File: config.mk
export PLATFORM = sky130hd
export DESIGN_NAME = ps2_keyq_flat
export DESIGN_NICKNAME = d
export VERILOG_FILES = /design/src/rtl/ps2_pkg.sv /design/src/rtl/ps2_keyq_if.sv /design/src/rtl/ps2_keyq_fifo.sv /design/src/rtl/ps2_keyq.sv /design/src/flat_wrapper.sv
export SDC_FILE = /design/constraint.sdc
export NUM_CORES = 1
export LEC_CHECK = 0
export CORE_MARGIN = 5
export CORE_UTILIZATION = 31
export CTS_CLUSTER_DIAMETER = 100
export DETAILED_ROUTE_END_ITERATION = 16
export RECOVER_POWER = 100
export SLEW_MARGIN = 20
export SYNTH_ARGS = -nofsm -noshare
export SYNTH_HDL_FRONTEND = slang
export SYNTH_SLANG_ARGS = --single-unit
export TNS_END_PERCENT = 10
File: constraint.sdc
create_clock -name clk -period 3.25 [get_ports clk]
set_clock_uncertainty 0.15 [all_clocks]
set_input_delay 0.65 -clock clk [delete_from_list [all_inputs] [get_ports clk]]
set_output_delay 0.65 -clock clk [all_outputs]
set_load 0.02 [all_outputs]
File: src/rtl/ps2_pkg.sv
// rtl/ps2_pkg.sv - shared constants, event layout and FSM state type for ps2_keyq
package ps2_pkg;

  localparam logic [7:0] PS2_PFX_EXT = 8'hE0;
  localparam logic [7:0] PS2_PFX_BRK = 8'hF0;

  localparam int EV_W   = 10;
  localparam int EV_REL = 9;
  localparam int EV_EXT = 8;

  // bit1 = break prefix seen, bit0 = extended prefix seen
  typedef enum logic [1:0] {
    ST_IDLE   = 2'b00,
    ST_EXT    = 2'b01,
    ST_BRK    = 2'b10,
    ST_EXTBRK = 2'b11
  } ps2_state_e;

endpackage

File: src/rtl/ps2_keyq_if.sv
// rtl/ps2_keyq_if.sv - receiver byte stream and CPU-side event queue signals
interface ps2_keyq_if #(parameter int AW = 3) ();
  logic [7:0]  code;
  logic        parity;
  logic        rdy;
  logic        error;
  logic        ev_rd;
  logic        ovf_clr;
  logic [9:0]  ev_data;
  logic        ev_valid;
  logic [AW:0] ev_count;
  logic        overflow;
  logic        perr;

  modport master (
    output code, parity, rdy, error, ev_rd, ovf_clr,
    input  ev_data, ev_valid, ev_count, overflow, perr
  );

  modport slave (
    input  code, parity, rdy, error, ev_rd, ovf_clr,
    output ev_data, ev_valid, ev_count, overflow, perr
  );
endinterface

File: src/rtl/ps2_keyq_fifo.sv
// rtl/ps2_keyq_fifo.sv - first-word-fall-through event FIFO with occupancy count
module ps2_keyq_fifo #(
  parameter int DEPTH = 8,
  parameter int AW    = 3,
  parameter int W     = 10
) (
  input  logic          clk,
  input  logic          reset,
  input  logic          push,
  input  logic [W-1:0]  push_data,
  input  logic          pop,
  output logic [W-1:0]  rd_data,
  output logic          empty,
  output logic          full,
  output logic [AW:0]   count
);

  logic [W-1:0] mem [DEPTH];
  logic [AW:0]  wr_ptr;
  logic [AW:0]  rd_ptr;
  logic         do_push;
  logic         do_pop;

  // Pointers carry one extra bit so full and empty stay distinguishable.
  assign count   = wr_ptr - rd_ptr;
  assign empty   = (count == '0);
  assign full    = (count == (AW+1)'(DEPTH));
  assign do_pop  = pop & ~empty;
  assign do_push = push & (~full | do_pop);
  assign rd_data = mem[rd_ptr[AW-1:0]];

  always_ff @(posedge clk or posedge reset) begin
    if (reset) begin
      wr_ptr <= '0;
      rd_ptr <= '0;
      for (int i = 0; i < DEPTH; i++) mem[i] <= '0;
    end else begin
      if (do_push) begin
        mem[wr_ptr[AW-1:0]] <= push_data;
        wr_ptr              <= wr_ptr + 1'b1;
      end
      if (do_pop) rd_ptr <= rd_ptr + 1'b1;
    end
  end

endmodule

File: src/rtl/ps2_keyq.sv
// rtl/ps2_keyq.sv - folds PS/2 E0/F0 prefixes into key events and queues them
// Optional typematic filter: PS2_KEYQ_AUTOREPEAT_FILTER_EN
module ps2_keyq
  import ps2_pkg::*;
#(
  parameter int DEPTH = 8,
  parameter int AW    = 3
) (
  input  logic         clk,
  input  logic         reset,
  ps2_keyq_if.slave    bus
);

  ps2_state_e      state, state_n;
  logic            error_d;
  logic            err_rise;
  logic            par_ok;
  logic            ev_req;
  logic [EV_W-1:0] ev_bits;
  logic            perr_set;
  logic            filt;
  logic            push;
  logic            full;
  logic            empty;
  logic            ovf_set;
  logic            overflow;
  logic            perr;

  assign err_rise = bus.error & ~error_d;
  assign par_ok   = ^{bus.code, bus.parity};

  // A prefix only ORs its flag into the state, so prefix order does not matter.
  always_comb begin
    state_n  = state;
    ev_req   = 1'b0;
    ev_bits  = '0;
    perr_set = 1'b0;
    if (err_rise) begin
      state_n = ST_IDLE;
    end else if (bus.rdy) begin
      if (!par_ok) begin
        perr_set = 1'b1;
        state_n  = ST_IDLE;
      end else if (bus.code == PS2_PFX_EXT) begin
        state_n = ps2_state_e'(state | ST_EXT);
      end else if (bus.code == PS2_PFX_BRK) begin
        state_n = ps2_state_e'(state | ST_BRK);
      end else begin
        ev_req          = 1'b1;
        ev_bits[7:0]    = bus.code;
        ev_bits[EV_REL] = state[1];
        ev_bits[EV_EXT] = state[0];
        state_n         = ST_IDLE;
      end
    end
  end

`ifdef PS2_KEYQ_AUTOREPEAT_FILTER_EN
  logic [8:0] last_make;
  logic       last_vld;

  assign filt = ev_req & ~ev_bits[EV_REL] & last_vld & (ev_bits[8:0] == last_make);

  always_ff @(posedge clk or posedge reset) begin
    if (reset) begin
      last_make <= '0;
      last_vld  <= 1'b0;
    end else if (ev_req && !filt) begin
      if (!ev_bits[EV_REL]) begin
        last_make <= ev_bits[8:0];
        last_vld  <= 1'b1;
      end else if (ev_bits[8:0] == last_make) begin
        last_vld  <= 1'b0;
      end
    end
  end
`else
  assign filt = 1'b0;
`endif

  assign push    = ev_req & ~filt;
  assign ovf_set = push & full & ~bus.ev_rd;

  always_ff @(posedge clk or posedge reset) begin
    if (reset) begin
      state    <= ST_IDLE;
      error_d  <= 1'b0;
      overflow <= 1'b0;
      perr     <= 1'b0;
    end else begin
      state   <= state_n;
      error_d <= bus.error;
      if (ovf_set)          overflow <= 1'b1;
      else if (bus.ovf_clr) overflow <= 1'b0;
      if (perr_set)         perr <= 1'b1;
      else if (bus.ovf_clr) perr <= 1'b0;
    end
  end

  ps2_keyq_fifo #(
    .DEPTH (DEPTH),
    .AW    (AW),
    .W     (EV_W)
  ) u_fifo (
    .clk       (clk),
    .reset     (reset),
    .push      (push),
    .push_data (ev_bits),
    .pop       (bus.ev_rd),
    .rd_data   (bus.ev_data),
    .empty     (empty),
    .full      (full),
    .count     (bus.ev_count)
  );

  assign bus.ev_valid = ~empty;
  assign bus.overflow = overflow;
  assign bus.perr     = perr;

endmodule

File: src/flat_wrapper.sv
// flat-port wrapper written by rule: the top's interface ports become plain ports
module ps2_keyq_flat import ps2_pkg::*;
#(
  parameter int DEPTH = 8,
  parameter int AW    = 3
)
  (clk, reset, bus_code, bus_parity, bus_rdy, bus_error, bus_ev_rd, bus_ovf_clr, bus_ev_data, bus_ev_valid, bus_ev_count, bus_overflow, bus_perr);
  ps2_keyq_if #(.AW(AW)) bus_i ();
  input  logic clk;
  input  logic reset;
  input wire logic [$bits(bus_i.code)-1:0] bus_code;
  input wire logic [$bits(bus_i.parity)-1:0] bus_parity;
  input wire logic [$bits(bus_i.rdy)-1:0] bus_rdy;
  input wire logic [$bits(bus_i.error)-1:0] bus_error;
  input wire logic [$bits(bus_i.ev_rd)-1:0] bus_ev_rd;
  input wire logic [$bits(bus_i.ovf_clr)-1:0] bus_ovf_clr;
  output wire logic [$bits(bus_i.ev_data)-1:0] bus_ev_data;
  output wire logic [$bits(bus_i.ev_valid)-1:0] bus_ev_valid;
  output wire logic [$bits(bus_i.ev_count)-1:0] bus_ev_count;
  output wire logic [$bits(bus_i.overflow)-1:0] bus_overflow;
  output wire logic [$bits(bus_i.perr)-1:0] bus_perr;
  assign bus_i.code = bus_code;
  assign bus_i.parity = bus_parity;
  assign bus_i.rdy = bus_rdy;
  assign bus_i.error = bus_error;
  assign bus_i.ev_rd = bus_ev_rd;
  assign bus_i.ovf_clr = bus_ovf_clr;
  assign bus_ev_data = bus_i.ev_data;
  assign bus_ev_valid = bus_i.ev_valid;
  assign bus_ev_count = bus_i.ev_count;
  assign bus_overflow = bus_i.overflow;
  assign bus_perr = bus_i.perr;
  ps2_keyq #(.DEPTH(DEPTH), .AW(AW)) u_core (.clk(clk), .reset(reset), .bus(bus_i));
endmodule
==> out/qor.csv <==
metric,value,unit
status,"finished, violations left",
async_flop_share,1.00,
drc,0,
routed_wl,10300,µm
firstDrtPassIters,4,
synth_area_leaders,"dfrtp_1 50%, mux2_2 19%, mux4_2 9.7%, nand2_1 3.2%, xnor2_1 2.1%",
fin_setup_tns,0,ns
startpoint_type,input port,
relSlewSlack,-0.158,
post-route-min-period,3.20,ns
endpoint_kind,flip-flop,
fin_crit_sh,0.985,
num_io_pins,32,
synth_area,4640,µm²
p_per_area,916,nW/µm²
yosysUniqueCellTypes,41,
timing.rr.start,u_core.u_fifo.wr_ptr[0]$_DFFE_PP0P_,
design_area,5710,µm²
cts_made_buffers,9,
slowest_stage,clkdlybuf4s50_1,
hp-start,u_core.u_fifo.rd_ptr[3]$_DFFE_PP0P_,
crit_chain,clkdlybuf4s50_1 > xor2_2 > xnor3_2 > mux2_4 > o211ai_2 > buf_12 > nand4_1 > buf_4 > mux2_2,
finalSetupViolCount,0,
wl_per_cell,17.6,µm
max_freq,312,MHz
place_congestion,0.763,
crit_buf_inv,3,
seq_area_frac_synth,0.501,
finalPower,5230,µW
grt_pass1_wl,17000,µm
hold_depth,1,
antenna-diode-count,0,
rsz0062_at_grt,yes,
insertion_delay,0.34,ns
fin_nets,416,
max-cap-violations,1,
min_to,u_core.u_fifo.rd_ptr[3]$_DFFE_PP0P_,
die_x,132,µm
via_per_inst,4.97,
ir_drop,529,µV
antenna_found_initial,0,
dpl.hpwl,6910,µm
synth_seq_cells,93,
worstHoldPathType,reg -> reg,
arrival,3.27,ns
core,14600,µm²
cts_tree,done,
worst_pin_slew,1.73,ns
dr_total_vias,2901,
rr_endpoint,u_core.u_fifo.mem[28]$_DFFE_PP0P_,
clk_path_buf_depth,2,
yosysTopAreaCellShare,0.501,
cp_data_required_time,3.32,ns
finalHoldViolations,0,
htreeDepth,3,
r2r_cells,13,
cts_root_buf,clkbuf_16,
initial_utilization,0.318,
path_delay_family,buffers and inverters,
layout-drive-gt1-share,0.428,
synth_area_leader_cell,dfrtp_1,
synthesis.instances,339,
grt_overflow_total,0,
placed_cell_area,5400,µm²
rows,44,
grt_pass1_vias,3101,
clk_pin_slew_worst_paths,0.06,ns
critPathMaxStageDelay,0.54,ns
grt_max_degree,58,
holdBufCountCts,0,
violations,"capacitance limit, slew limit",
yosys_warnings,0,
power_leakage,0.00263,µW
synth_edf_count,0,
synth_top_flop_cell,dfrtp_1,
ant_nets,0,
fillers,1357,
fp.dieArea,17500,µm²
drtIter0Drc,91,
path_max_fanout,6,
maxSlewViolCount,37,
syn_area_per_cell,13.7,µm²
cts.sinks,93,
io_buffers,31,
track_usage,0.123,
synth_fp_nets,360,
syn_to_final_growth,23.0,%
die_h,132,µm
rrSetupSlack,0.14,ns
path_class,in -> reg,
## area by class of cell
| type | count | area [µm²] | area share |
|---|---|---|---|
| Sequential cell | 93 | 2330 | 0.407 |
| Multi-Input combinational cell | 216 | 2190 | 0.383 |
| Timing Repair Buffer | 66 | 656 | 0.115 |
| Tap cell | 184 | 230 | 0.0403 |
| Clock buffer | 9 | 225 | 0.0394 |
| Clock inverter | 7 | 48.8 | 0.00854 |
| Inverter | 9 | 35.0 | 0.00613 |
## cell usage after synthesis (3+ instances only)
master	count
dfrtp_1	93
mux2_2	80
nand2_1	39
mux4_2	20
clkbuf_1	13
xnor2_1	11
inv_1	9
nor2_1	6
ha_1	5
nand3_4	5
and2_1	4
buf_1	4
o21ai_0	4
and3_1	3
mux2_4	3
nor4b_1	3
xor2_1	3
## flip-flops by register name (all words and copies together), names as in the netlist
register              flops
u_core.u_fifo.mem        80
u_core.u_fifo.rd_ptr      4
u_core.u_fifo.wr_ptr      4
u_core.state              2
u_core.bus.overflow       1
u_core.bus.perr           1
u_core.error_d            1
## worst max path at each step
| stage | startpoint | depth (start not counted) | end |
|---|---|---|---|
| 4_1_cts | u_core.u_fifo.wr_ptr[0]$_DFFE_PP0P_ | 8 | bus_ev_valid |
| 5_1_grt | u_core.u_fifo.wr_ptr[0]$_DFFE_PP0P_ | 8 | bus_ev_valid |
| 6_report | bus_code[1] | 9 | u_core.u_fifo.mem[0]$_DFFE_PP0P_ |
| 2_1_floorplan | reset | 1 | u_core.bus.overflow$_DFFE_PP0P_ |
| 3_3_place_gp | bus_code[1] | 9 | u_core.u_fifo.mem[1]$_DFFE_PP0P_ |
| 3_5_place_dp | bus_code[0] | 9 | u_core.u_fifo.mem[3]$_DFFE_PP0P_ |
## worst register-to-register path, delay by kind of cell (launching register included)
kind,cells,cell delay (ns)
adders and majority gates,2,0.55
xor gates and xnor gates,1,0.18
muxes,1,0.37
buffers and inverters,5,0.63
DFF,1,0.38
and+or+nand+nor,4,0.75
## placed cells by master (no fill, tap or decap), drive strengths merged, types with 3 or more instances in the layout
master	instances
and2	6
and3	3
buf	33
clkbuf	12
clkdlybuf4s50	22
clkinv	4
dfrtp	93
dlygate4sd3	6
ha	5
inv	10
mux2	83
mux4	20
nand2	39
nand3	7
nand4	4
nor2	6
nor4b	3
o211ai	3
o21ai	4
xnor2	11
xor2	3
## cells by family after synthesis
kind of cell,Yosys count,share of synthesized area
muxes,103,0.301
DFF,93,0.501
and+or+nand+nor,79,0.102
buffers and inverters,30,0.0280
xor gates and xnor gates,15,0.0315
AOI/OAI and AO/OA,13,0.0186
adders and majority gates,6,0.0178
## routing by layer
metal | part of all wire | track usage
met5 | 0 | 0
met4 | 0.017 | 0.0402
met3 | 0.035 | 0.0298
met2 | 0.50 | 0.203
met1 | 0.45 | 0.160
## metrics by stage
stage	instances	setup slack [ns]	util	hold WS [ns]
floorplan	339	0.0297	-	0.316
global placement	564	-0.363	0.370	0.332
detailed placement	564	-0.386	0.370	0.333
CTS	580	-0.0134	0.390	0.345
global route	584	-0.0148	0.392	0.364
finish	584	0.0499	0.392	0.341
## what timing repair did
action / CTS / global route
pin swaps: 0 / 1
buffers inserted: 0 / 4
gates resized for setup: 7 / 6
endpoints found under the setup margin: 10 / 12
cloned: 0 / 0
## power breakdown
group / internal [µW] / switching (µW) / total, µW
clock: 521 / 442 / 963
combinational: 1320 / 1150 / 2470
sequential: 1590 / 214 / 1800
No activity file was read; power rests on OpenSTA's default activity.
